--- src/rtl/updown_mod_counter_if.sv ---
// Bus bundle for updown_mod_counter: control inputs and counter status outputs.
// The master drives the controls; the counter sits on the slave side.
interface updown_mod_counter_if #(
  parameter int WIDTH = 4,
  parameter int EVT_W = 8
);
  logic             enable;
  logic             load;
  logic [WIDTH-1:0] din;
  logic             up_down;
  logic             sat_mode;
  logic             evt_clr;
  logic [WIDTH-1:0] count;
  logic             carry;
  logic             borrow;
  logic             at_max;
  logic             at_min;
  logic             load_err;
  logic [EVT_W-1:0] wrap_evts;

  modport master (
    output enable, load, din, up_down, sat_mode, evt_clr,
    input  count, carry, borrow, at_max, at_min, load_err, wrap_evts
  );

  modport slave (
    input  enable, load, din, up_down, sat_mode, evt_clr,
    output count, carry, borrow, at_max, at_min, load_err, wrap_evts
  );
endinterface

--- src/rtl/updown_mod_counter.sv ---
// Programmable-range up/down counter with wrap/saturate mode, registered
// carry/borrow pulses for cascading, clamped loads and a wrap-event counter.
module updown_mod_counter #(
  parameter int WIDTH   = 4,
  parameter int MIN_VAL = 0,
  parameter int MAX_VAL = 11,
  parameter int EVT_W   = 8
) (
  input  logic clock,
  input  logic reset,
  updown_mod_counter_if.slave bus
);

  // Reject impossible ranges at elaboration time.
  if (MIN_VAL < 0 || MIN_VAL >= MAX_VAL ||
      longint'(MAX_VAL) > ((longint'(1) << WIDTH) - 1)) begin : g_bad_range
    $error("updown_mod_counter: need 0 <= MIN_VAL < MAX_VAL <= 2**WIDTH-1");
  end

  localparam logic [WIDTH-1:0] MIN_V   = WIDTH'(MIN_VAL);
  localparam logic [WIDTH-1:0] MAX_V   = WIDTH'(MAX_VAL);
  localparam logic [EVT_W-1:0] EVT_SAT = '1;

  logic [WIDTH-1:0] count_q;
  logic             carry_q;
  logic             borrow_q;
  logic             load_err_q;
  logic [EVT_W-1:0] evts_q;
  logic             wrap_up;
  logic             wrap_dn;

  // Wrap conditions for this edge; a load always suppresses the step.
  always_comb begin
    wrap_up = !bus.load && bus.enable && !bus.up_down && !bus.sat_mode &&
              (count_q == MAX_V);
    wrap_dn = !bus.load && bus.enable &&  bus.up_down && !bus.sat_mode &&
              (count_q == MIN_V);
  end

  // Count register and single-cycle pulses: reset > load > step > hold.
  always_ff @(posedge clock) begin
    if (reset) begin
      count_q    <= MIN_V;
      carry_q    <= 1'b0;
      borrow_q   <= 1'b0;
      load_err_q <= 1'b0;
    end else begin
      carry_q    <= 1'b0;
      borrow_q   <= 1'b0;
      load_err_q <= 1'b0;
      if (bus.load) begin
        if (bus.din > MAX_V) begin
          count_q    <= MAX_V;
          load_err_q <= 1'b1;
        end else if (bus.din < MIN_V) begin
          count_q    <= MIN_V;
          load_err_q <= 1'b1;
        end else begin
          count_q <= bus.din;
        end
      end else if (bus.enable) begin
        if (wrap_up) begin
          count_q <= MIN_V;
          carry_q <= 1'b1;
        end else if (wrap_dn) begin
          count_q  <= MAX_V;
          borrow_q <= 1'b1;
        end else if (!bus.up_down && count_q != MAX_V) begin
          count_q <= count_q + 1'b1;
        end else if (bus.up_down && count_q != MIN_V) begin
          count_q <= count_q - 1'b1;
        end
      end
    end
  end

  // Saturating wrap-event counter; clear beats a same-cycle increment.
  always_ff @(posedge clock) begin
    if (reset || bus.evt_clr) begin
      evts_q <= '0;
    end else if ((wrap_up || wrap_dn) && evts_q != EVT_SAT) begin
      evts_q <= evts_q + 1'b1;
    end
  end

  assign bus.count     = count_q;
  assign bus.carry     = carry_q;
  assign bus.borrow    = borrow_q;
  assign bus.load_err  = load_err_q;
  assign bus.wrap_evts = evts_q;
  assign bus.at_max    = (count_q == MAX_V);
  assign bus.at_min    = (count_q == MIN_V);

endmodule

--- src/flat_wrapper.sv ---
// flat-port wrapper written by rule: the top's interface ports become plain ports
module updown_mod_counter_flat 
#(
  parameter int WIDTH   = 4,
  parameter int MIN_VAL = 0,
  parameter int MAX_VAL = 11,
  parameter int EVT_W   = 8
)
  (clock, reset, bus_enable, bus_load, bus_din, bus_up_down, bus_sat_mode, bus_evt_clr, bus_count, bus_carry, bus_borrow, bus_at_max, bus_at_min, bus_load_err, bus_wrap_evts);
  updown_mod_counter_if #(.WIDTH(WIDTH), .EVT_W(EVT_W)) bus_i ();
  input  logic clock;
  input  logic reset;
  input wire logic [$bits(bus_i.enable)-1:0] bus_enable;
  input wire logic [$bits(bus_i.load)-1:0] bus_load;
  input wire logic [$bits(bus_i.din)-1:0] bus_din;
  input wire logic [$bits(bus_i.up_down)-1:0] bus_up_down;
  input wire logic [$bits(bus_i.sat_mode)-1:0] bus_sat_mode;
  input wire logic [$bits(bus_i.evt_clr)-1:0] bus_evt_clr;
  output wire logic [$bits(bus_i.count)-1:0] bus_count;
  output wire logic [$bits(bus_i.carry)-1:0] bus_carry;
  output wire logic [$bits(bus_i.borrow)-1:0] bus_borrow;
  output wire logic [$bits(bus_i.at_max)-1:0] bus_at_max;
  output wire logic [$bits(bus_i.at_min)-1:0] bus_at_min;
  output wire logic [$bits(bus_i.load_err)-1:0] bus_load_err;
  output wire logic [$bits(bus_i.wrap_evts)-1:0] bus_wrap_evts;
  assign bus_i.enable = bus_enable;
  assign bus_i.load = bus_load;
  assign bus_i.din = bus_din;
  assign bus_i.up_down = bus_up_down;
  assign bus_i.sat_mode = bus_sat_mode;
  assign bus_i.evt_clr = bus_evt_clr;
  assign bus_count = bus_i.count;
  assign bus_carry = bus_i.carry;
  assign bus_borrow = bus_i.borrow;
  assign bus_at_max = bus_i.at_max;
  assign bus_at_min = bus_i.at_min;
  assign bus_load_err = bus_i.load_err;
  assign bus_wrap_evts = bus_i.wrap_evts;
  updown_mod_counter #(.WIDTH(WIDTH), .MIN_VAL(MIN_VAL), .MAX_VAL(MAX_VAL), .EVT_W(EVT_W)) u_core (.clock(clock), .reset(reset), .bus(bus_i));
endmodule
--- config.mk ---
export PLATFORM = sky130hd
export DESIGN_NAME = updown_mod_counter_flat
export DESIGN_NICKNAME = d
export VERILOG_FILES = /design/src/rtl/updown_mod_counter_if.sv /design/src/rtl/updown_mod_counter.sv /design/src/flat_wrapper.sv
export SDC_FILE = /design/constraint.sdc
export NUM_CORES = 1
export LEC_CHECK = 0
export ABC_CLOCK_PERIOD_IN_PS = 4800
export CORE_MARGIN = 2
export CORE_UTILIZATION = 45
export CTS_CLUSTER_DIAMETER = 60
export CTS_CLUSTER_SIZE = 8
export DETAILED_ROUTE_END_ITERATION = 6
export GPL_ROUTABILITY_DRIVEN = 0
export PLACE_DENSITY = 0.77
export SLEW_MARGIN = 20
export SYNTH_ARGS = -nofsm -noshare
export SYNTH_HDL_FRONTEND = slang
export SYNTH_SLANG_ARGS = --single-unit
--- constraint.sdc ---
create_clock -name clock -period 4.8 [get_ports clock]
set_input_delay 1.2 -clock clock [delete_from_list [all_inputs] [get_ports clock]]
set_output_delay 1.2 -clock clock [all_outputs]
set_load 0.01 [all_outputs]
==> flow_summary.json <==
{
  "max_slew_margin": 0.577,
  "die_w_um": 50.7,
  "path_clk_slew_ns": 0.09,
  "syn_area_per_cell_um2": 9.44,
  "areaGrowthSynthToFinish_pct": 29.4,
  "ys_async_sr_fraction": 0,
  "peakVddDrop_uv": 128,
  "placed_cell_area_mm2": 0.00124,
  "dp.final_hpwl_um": 1560,
  "clock_tree.htree_level_count": 1,
  "start_kind": "input pin",
  "insertedDiodeCount": 0,
  "leakage_nw": 0.448,
  "fin_skew_ns": 0.000568,
  "detail-route-antenna-nets": 0,
  "rows": 16,
  "cp_cell_sequence": "clkdlybuf4s50_1 -> nand2b_1 -> ha_1 -> a21o_2 -> a21oi_1 -> mux2_2 -> o211ai_1 -> a21o_1",
  "cts_sinks": 15,
  "nets": 146,
  "rsz0062_at_grt": "no",
  "postCtsHoldBufs": 0,
  "arrival_ns": 3.46,
  "final_layout_size_suffix_gt1_frac": 0.123,
  "num_vias": 883,
  "synthDistinctLibCells": 45,
  "drtIter0Drc": 26,
  "tns_ns": 0,
  "yosysSeqAreaShare": 0.306,
  "syn_area_um2": 982,
  "crit_path_end_kind": "flop",
  "syn_inst": 104,
  "worstSkewPairLatency_ns": 0.29,
  "place_ws_ns": 1.30,
  "n_fill_cell": 178,
  "port-buffer-count": 27,
  "clock_path_buffers": 2,
  "grt-ovfl-total": 0,
  "synth_warnings": 0,
  "synthFlopType": "dfxtp_1",
  "min_period_ns": 3.22,
  "startpoint": "bus_up_down",
  "cts-root-buf": "clkbuf_4",
  "design.die.area_mm2": 0.00257,
  "utilization": 0.635,
  "slew_viol_final": 0,
  "firstDrtPassIters": 4,
  "drt_wl_total_um": 2090,
  "cts_setup_buffers": 0,
  "synth_fp_nets": 119,
  "num_io_pins": 28,
  "cts_tree": "done",
  "core_area_mm2": 0.00200,
  "maxCapViolCount": 0,
  "cts.repair.resized": 0,
  "viasPerCell": 5.62,
  "fin_crit_sh": 0.671,
  "hold_ws_ns": 0.589,
  "ys_ff_latch": 15,
  "drcViolationCount": 0,
  "fin_ws_ns": 1.58,
  "layout_commonest_cell": "clkdlybuf4s50_1",
  "layout_common_cells": "clkdlybuf4s50_1 (27), dfxtp_1 (15), xnor2_1 (7), nor3_1 (7)",
  "finalPower_mw": 0.280,
  "cts_made_buffers": 3,
  "design_area_mm2": 0.00127,
  "grt_pass1_vias": 807,
  "die_h_um": 50.7,
  "max_stage_delay_ns": 0.57,
  "grt_max_degree": 17,
  "hold_viol_final": 0,
  "antenna_found_initial": 0,
  "finalNonFillerCells": 157,
  "critPathKind": "in -> reg",
  "cp.required_ns": 5.04,
  "worst-slew-pin-transition_ns": 0.633,
  "routedWlPerCell_um": 13.3,
  "reg2reg_from": "u_core.bus.count[3]$_SDFFE_PP0P_",
  "initial_utilization": 0.491,
  "powerDensity_mw_per_mm2": 221,
  "setup_viol": 0,
  "place_inst": 153,
  "slowest_stage": "clkdlybuf4s50_1",
  "run_status": "finished clean",
  "synth_edf_count": 0,
  "grt_pass1_wl_um": 3350,
  "grt_use_total": 0.167,
  "hold_path_class": "reg -> reg",
  "hp-start": "u_core.bus.wrap_evts[6]$_SDFFE_PP0P_",
  "fmax_mhz": 310,
  "path_max_fanout": 10
}
-- per-layer routing --
layer  vias up  wire (um)  track usage
met5         -          0            0
met4         0         17       0.0586
met3         4        115       0.0298
met2        28        960        0.276
met1       418        997        0.218
li1        433          -            -
-- logic make-up (layout without fill, tap and decap cells) --
| group | Yosys count | in the layout | share of synthesized area |
|---|---|---|---|
| buf+inv | 9 | 35 | 0.0586 |
| flops | 15 | 15 | 0.306 |
| xor+xnor | 8 | 8 | 0.0713 |
| mux | 3 | 3 | 0.0318 |
| simple gates | 45 | 45 | 0.313 |
| fa+ha+maj | 4 | 4 | 0.0586 |
| compound gates | 20 | 20 | 0.161 |
-- synth_stat cells (2+ instances only) --
library cell / n / area, um^2
dfxtp_1: 15 / 300
nor3_1: 7 / 35.0
xnor2_1: 7 / 61.3
nand2_1: 6 / 22.5
nor2_1: 6 / 22.5
a21oi_1: 4 / 20.0
inv_1: 4 / 15.0
nand3_1: 4 / 20.0
nor4_1: 4 / 25.0
a211oi_1: 3 / 22.5
ha_1: 3 / 37.5
nor3_2: 3 / 30.0
and2_1: 2 / 12.5
buf_6: 2 / 22.5
mux2i_1: 2 / 20.0
o211ai_1: 2 / 15.0
o21ai_0: 2 / 10.0
-- path summary, 6_finish.rpt --
check / slack [ns] / cells past startpoint / endpoint
min: 0.59 / 2 / u_core.bus.wrap_evts[6]$_SDFFE_PP0P_
max: 1.58 / 8 / u_core.bus.count[3]$_SDFFE_PP0P_
min reg2reg: 0.59 / 2 / u_core.bus.wrap_evts[6]$_SDFFE_PP0P_
max reg2reg: 2.27 / 8 / u_core.bus.count[3]$_SDFFE_PP0P_
-- worst max-delay path, delay by kind of cell --
family,cells,cell delay [ns]
muxes,1,0.37
buffers and inverters,1,0.57
and+or+nand+nor,1,0.29
AOI/OAI and AO/OA,4,0.72
adders and majority gates,1,0.31
-- final cells by class --
type                       count  area (um^2)  share of cell area
clock inverter                 1         5.00             0.00394
sequential                    15          300               0.236
multi-input combinational     80          624               0.491
inverter                       4         15.0              0.0118
tap                           27         33.8              0.0266
timing repair buffer          27          270               0.213
clock buffer                   3         22.5              0.0177
-- flip-flops by register name, indices dropped and copies added (netlist names) --
signal / flops
u_core.bus.wrap_evts: 8
u_core.bus.borrow: 1
u_core.bus.count: 4
u_core.bus.load_err: 1
u_core.bus.carry: 1
-- report_power, final --
group | switching, mW | leakage [nW] | internal, mW | total, mW
logic | 0.0323 | 0.309 | 0.0366 | 0.0689
registers | 0.00903 | 0.122 | 0.128 | 0.137
clock network | 0.0432 | 0.0177 | 0.0310 | 0.0742
Note: power is estimated with default switching activity, not from simulation.
==> edit 1, RTL diff (config.mk and constraints unchanged) <==
Compare `count_q` against `MAX_V` with >= in place of ==.
--- a/src/rtl/updown_mod_counter.sv
+++ b/src/rtl/updown_mod_counter.sv
@@ -32,7 +32,7 @@
   // Wrap conditions for this edge; a load always suppresses the step.
   always_comb begin
     wrap_up = !bus.load && bus.enable && !bus.up_down && !bus.sat_mode &&
-              (count_q == MAX_V);
+              (count_q >= MAX_V);
     wrap_dn = !bus.load && bus.enable &&  bus.up_down && !bus.sat_mode &&
               (count_q == MIN_V);
   end
Formal check against the unedited RTL: same outputs for any inputs over 10 cycles, from zero or initial values and one cycle with reset high; that may be too few to reach the edited logic, so the function may still have changed.
==> edit 1 against the original RTL <==
- non-clock buffer count is the same
- final area shrank 3.2%
- wire length grew 8.3%
- area after synthesis shrank 7.3%
- worst setup slack gained 0.014 ns
- sequential cell count is the same
- sequential power is essentially flat
- power shrank 0.52%
- clock power grew 3.0%
- via count grew 6.2%
- critical path type unchanged
- largest cell class unchanged
- largest power group unchanged
- highest routed layer unchanged
==> edit 1: results <==
metrics = {
    "outcome": {
        "outcome": "finished, final reports clean",
    },
    "logic_synthesis": {
        "async_flop_share": 0,
        "synth_area_leaders": "dfxtp_1, a21oi_1, o21ai_0, ha_1, nand2_1",
        "syn_nets": 121,
        "synth.distinct_cells": 41,
        "synthTopCellsByCount": "dfxtp_1, nand2_1, a21oi_1, o21ai_0, nor2_1",
        "ys_seq_area_frac": 0.3297,
    },
    "power": {
        "ir_worst_vdd_v": 0.0001265,
        "p_leak_uw": 0.0004159,
    },
    "drt": {
        "routed_via_density": 5.826,
        "drt_iter0_drc": 18,
        "wire_per_inst_um": 14.06,
    },
    "clocking": {
        "htreeDepth": 1,
        "cts-resized-gates": 0,
        "cts_setup_buffers": 0,
        "cts_buffers": 3,
        "path_clk_slew_ns": 0.09,
        "clock_path_buffers": 2,
        "clkLatencyLatePin_ns": 0.29,
    },
    "grt": {
        "grt_usage": 0.2027,
        "grt_use_met2": 0.3288,
        "met1_usage": 0.2568,
        "grt_pass1_vias": 842,
        "grt_max_degree": 11,
        "grt.met3_usage": 0.02761,
        "grt_pass1_wl_um": 3753,
    },
    "cells_and_area": {
        "final_nets": 150,
        "drive_above_1_share": 0.08955,
        "nFillCells": 173,
        "insertedDiodeCount": 0,
    },
    "min_path": {
        "hold_class": "reg2reg",
        "min-delay-start": "u_core.bus.wrap_evts[5]$_SDFFE_PP0P_",
    },
    "setup_path": {
        "arrival_ns": 3.43,
        "path_max_fanout": 9,
        "critical_path.top_delay_family": "compound AO/OA/AOI/OAI gates",
        "r2r_start": "u_core.bus.count[2]$_SDFFE_PP0P_",
    },
    "sta": {
        "skew_ns": 0.002490,
        "maxSlewHeadroom": 0.7097,
    },
    "placement": {
        "hpwl_um": 1701,
    },
}
==> edit 1: cell type report <==
class / count / share of cell area
Clock buffer: 4 / 0.02136
Tap cell: 27 / 0.02747
Sequential cell: 15 / 0.2442
Timing Repair Buffer: 27 / 0.2197
Multi-Input combinational cell: 86 / 0.4812
Inverter: 2 / 0.006104
==> edit 1: per-layer routing <==
metal | up-vias | share of wire
li1 | 462 | -
met1 | 433 | 0.45
met2 | 39 | 0.49
met3 | 4 | 0.047
met4 | 0 | 0.017
met5 | - | 0
==> edit 1: final timing paths <==
path                                                to  slack, ns  depth (start not counted)
setup / recovery      u_core.bus.count[3]$_SDFFE_PP0P_       1.59                          8
hold / removal    u_core.bus.wrap_evts[5]$_SDFFE_PP0P_       0.52                          2
setup reg to reg      u_core.bus.count[3]$_SDFFE_PP0P_       2.29                          8
hold reg to reg   u_core.bus.wrap_evts[5]$_SDFFE_PP0P_       0.52                          2
==> edit 1: metrics by stage <==
| step | area [um2] | setup WS (ns) | std cells |
|---|---|---|---|
| 6_report | 1230 | 1.591 | 161 |
| 5_1_grt | 1230 | 1.469 | 161 |
| 4_1_cts | 1230 | 1.615 | 161 |
| 3_5_place_dp | 1204 | 1.327 | 157 |
| 3_3_place_gp | 1204 | 1.400 | 157 |
| 2_1_floorplan | 910.9 | 1.871 | 106 |
==> edit 1: report_power, final <==
group	switching [uW]	internal [uW]	leakage [uW]
clock	44.1	32.4	0.0000150
sequential	9.12	128	0.000122
combinational	31.8	33.9	0.000279
total	85.0	194	0.000416
==> edit 1: cell families after synthesis <==
logic type / count (synthesis) / share of synthesized area
compound gates: 30 / 0.2102
mux: 2 / 0.02198
xor+xnor: 3 / 0.02885
fa+ha+maj: 4 / 0.06319
simple gates: 47 / 0.3256
buf+inv: 5 / 0.02061
flops: 15 / 0.3297
==> edit 1: tightest hold or removal path: stages (launching register included) <==
cell     delay (ns)
dfxtp_1        0.35
o31ai_1        0.07
a21oi_1        0.06
==> edit 2, RTL diff (same settings) <==
Without the edit above. `MAX_VAL` is set to 11 in 2 places; all go to 8.
--- a/src/rtl/updown_mod_counter.sv
+++ b/src/rtl/updown_mod_counter.sv
@@ -3,7 +3,7 @@
 module updown_mod_counter #(
   parameter int WIDTH   = 4,
   parameter int MIN_VAL = 0,
-  parameter int MAX_VAL = 11,
+  parameter int MAX_VAL = 8,
   parameter int EVT_W   = 8
 ) (
   input  logic clock,
--- a/src/flat_wrapper.sv
+++ b/src/flat_wrapper.sv
@@ -3,7 +3,7 @@
 #(
   parameter int WIDTH   = 4,
   parameter int MIN_VAL = 0,
-  parameter int MAX_VAL = 11,
+  parameter int MAX_VAL = 8,
   parameter int EVT_W   = 8
 )
   (clock, reset, bus_enable, bus_load, bus_din, bus_up_down, bus_sat_mode, bus_evt_clr, bus_count, bus_carry, bus_borrow, bus_at_max, bus_at_min, bus_load_err, bus_wrap_evts);
Function: changed (Yosys sat finds a counterexample within 4 cycles, from zero or initial values and one cycle with reset high).
==> edit 2 against the original RTL <==
- sequential cell count stayed put
- utilization is 1.0 points lower
- sequential share of layout area is 1.1 points higher
- worst setup slack better by 0.21 ns
- global-route usage is 2.6 points higher
- final area is 4.5% lower
- power is 2.0% lower
- wire length is 2.2% higher
- die area is 6.9% lower
- area after synthesis is 7.5% lower
- highest routed layer unchanged
==> edit 2: results <==
metrics = {
    "cells_and_area": {
        "nFillCells": 175,
        "drive_above_1_share": 0.08462,
        "final_area_mm2": 0.001214,
    },
    "logic_synthesis": {
        "synth_area_leaders": "dfxtp_1, a21oi_1, ha_1, nand2_1, or3_1",
        "synthTopCellsByCount": "dfxtp_1, a21oi_1, nand2_1, inv_1, or3_1",
        "synth.distinct_cells": 40,
        "ys_seq_area_frac": 0.3306,
    },
    "setup_path": {
        "path_max_fanout": 7,
        "ff2ff_setup_slack_ns": 2.68,
        "critical_path.top_delay_family": "buffers and inverters",
        "endpoint": "bus_at_min",
        "slowest_delay_ns": 0.63,
        "arrival_ns": 1.82,
    },
    "drt": {
        "routed_via_density": 5.809,
        "wire_per_inst_um": 13.61,
        "drt_iter0_drc": 22,
    },
    "placement": {
        "post-place-ws_ns": 1.647,
        "hpwl_um": 1665,
        "placed_area_mm2": 0.001186,
    },
    "clocking": {
        "cts_buffers": 3,
    },
    "power": {
        "pg_comb_uw": 67.1,
        "p_leak_uw": 0.0004178,
        "p_per_area_mw_per_mm2": 226.4,
        "pwr-share-clk": 0.266,
        "p_int_uw": 193.6,
        "ir_worst_vdd_v": 0.0001425,
    },
    "grt": {
        "grt_usage": 0.1930,
        "grt_pass1_wl_um": 3732,
    },
    "sta": {
        "min_period_ns": 3.015,
        "skew_ns": 0.002736,
        "tightest_slew_ns": 0.4812,
    },
    "min_path": {
        "min_to": "u_core.bus.wrap_evts[5]$_SDFFE_PP0P_",
    },
    "outcome": {
        "outcome": "finished, final reports clean",
    },
}
edit 2: cell count changes after synthesis, sizes merged, moves of 3 or more:
cell,change
nor3,-7
a21oi,+6
nor2,-5
or3,+5
xnor2,-5
nand2,+3
nor4,-3
o31ai,+3
or4,+3
edit 2: kinds of logic (layout without fill, tap and decap cells):
kind of cell    after synthesis  after routing  synth area share
buf+inv                      10             36           0.04958
flops                        15             15            0.3306
mux                           1              1           0.01102
fa+ha+maj                     4              4           0.06337
xor+xnor                      3              3           0.03720
simple gates                 41             41            0.2893
compound gates               30             30            0.2190
edit 2: cell type report:
type                            count  area share
Clock buffer                        3     0.01856
Timing Repair Buffer               27      0.2227
Sequential cell                    15      0.2474
Clock inverter                      1    0.004124
Multi-Input combinational cell     79      0.4639
Inverter                            5     0.01546
Tap cell                           27     0.02784
edit 2: metal layers:
layer  GRT usage  share of wire  routed length, um
met5           0              0                  0
met4     0.05714         0.0047                 10
met3     0.03681          0.062                132
met2      0.3128           0.49               1048
met1      0.2606           0.44                945
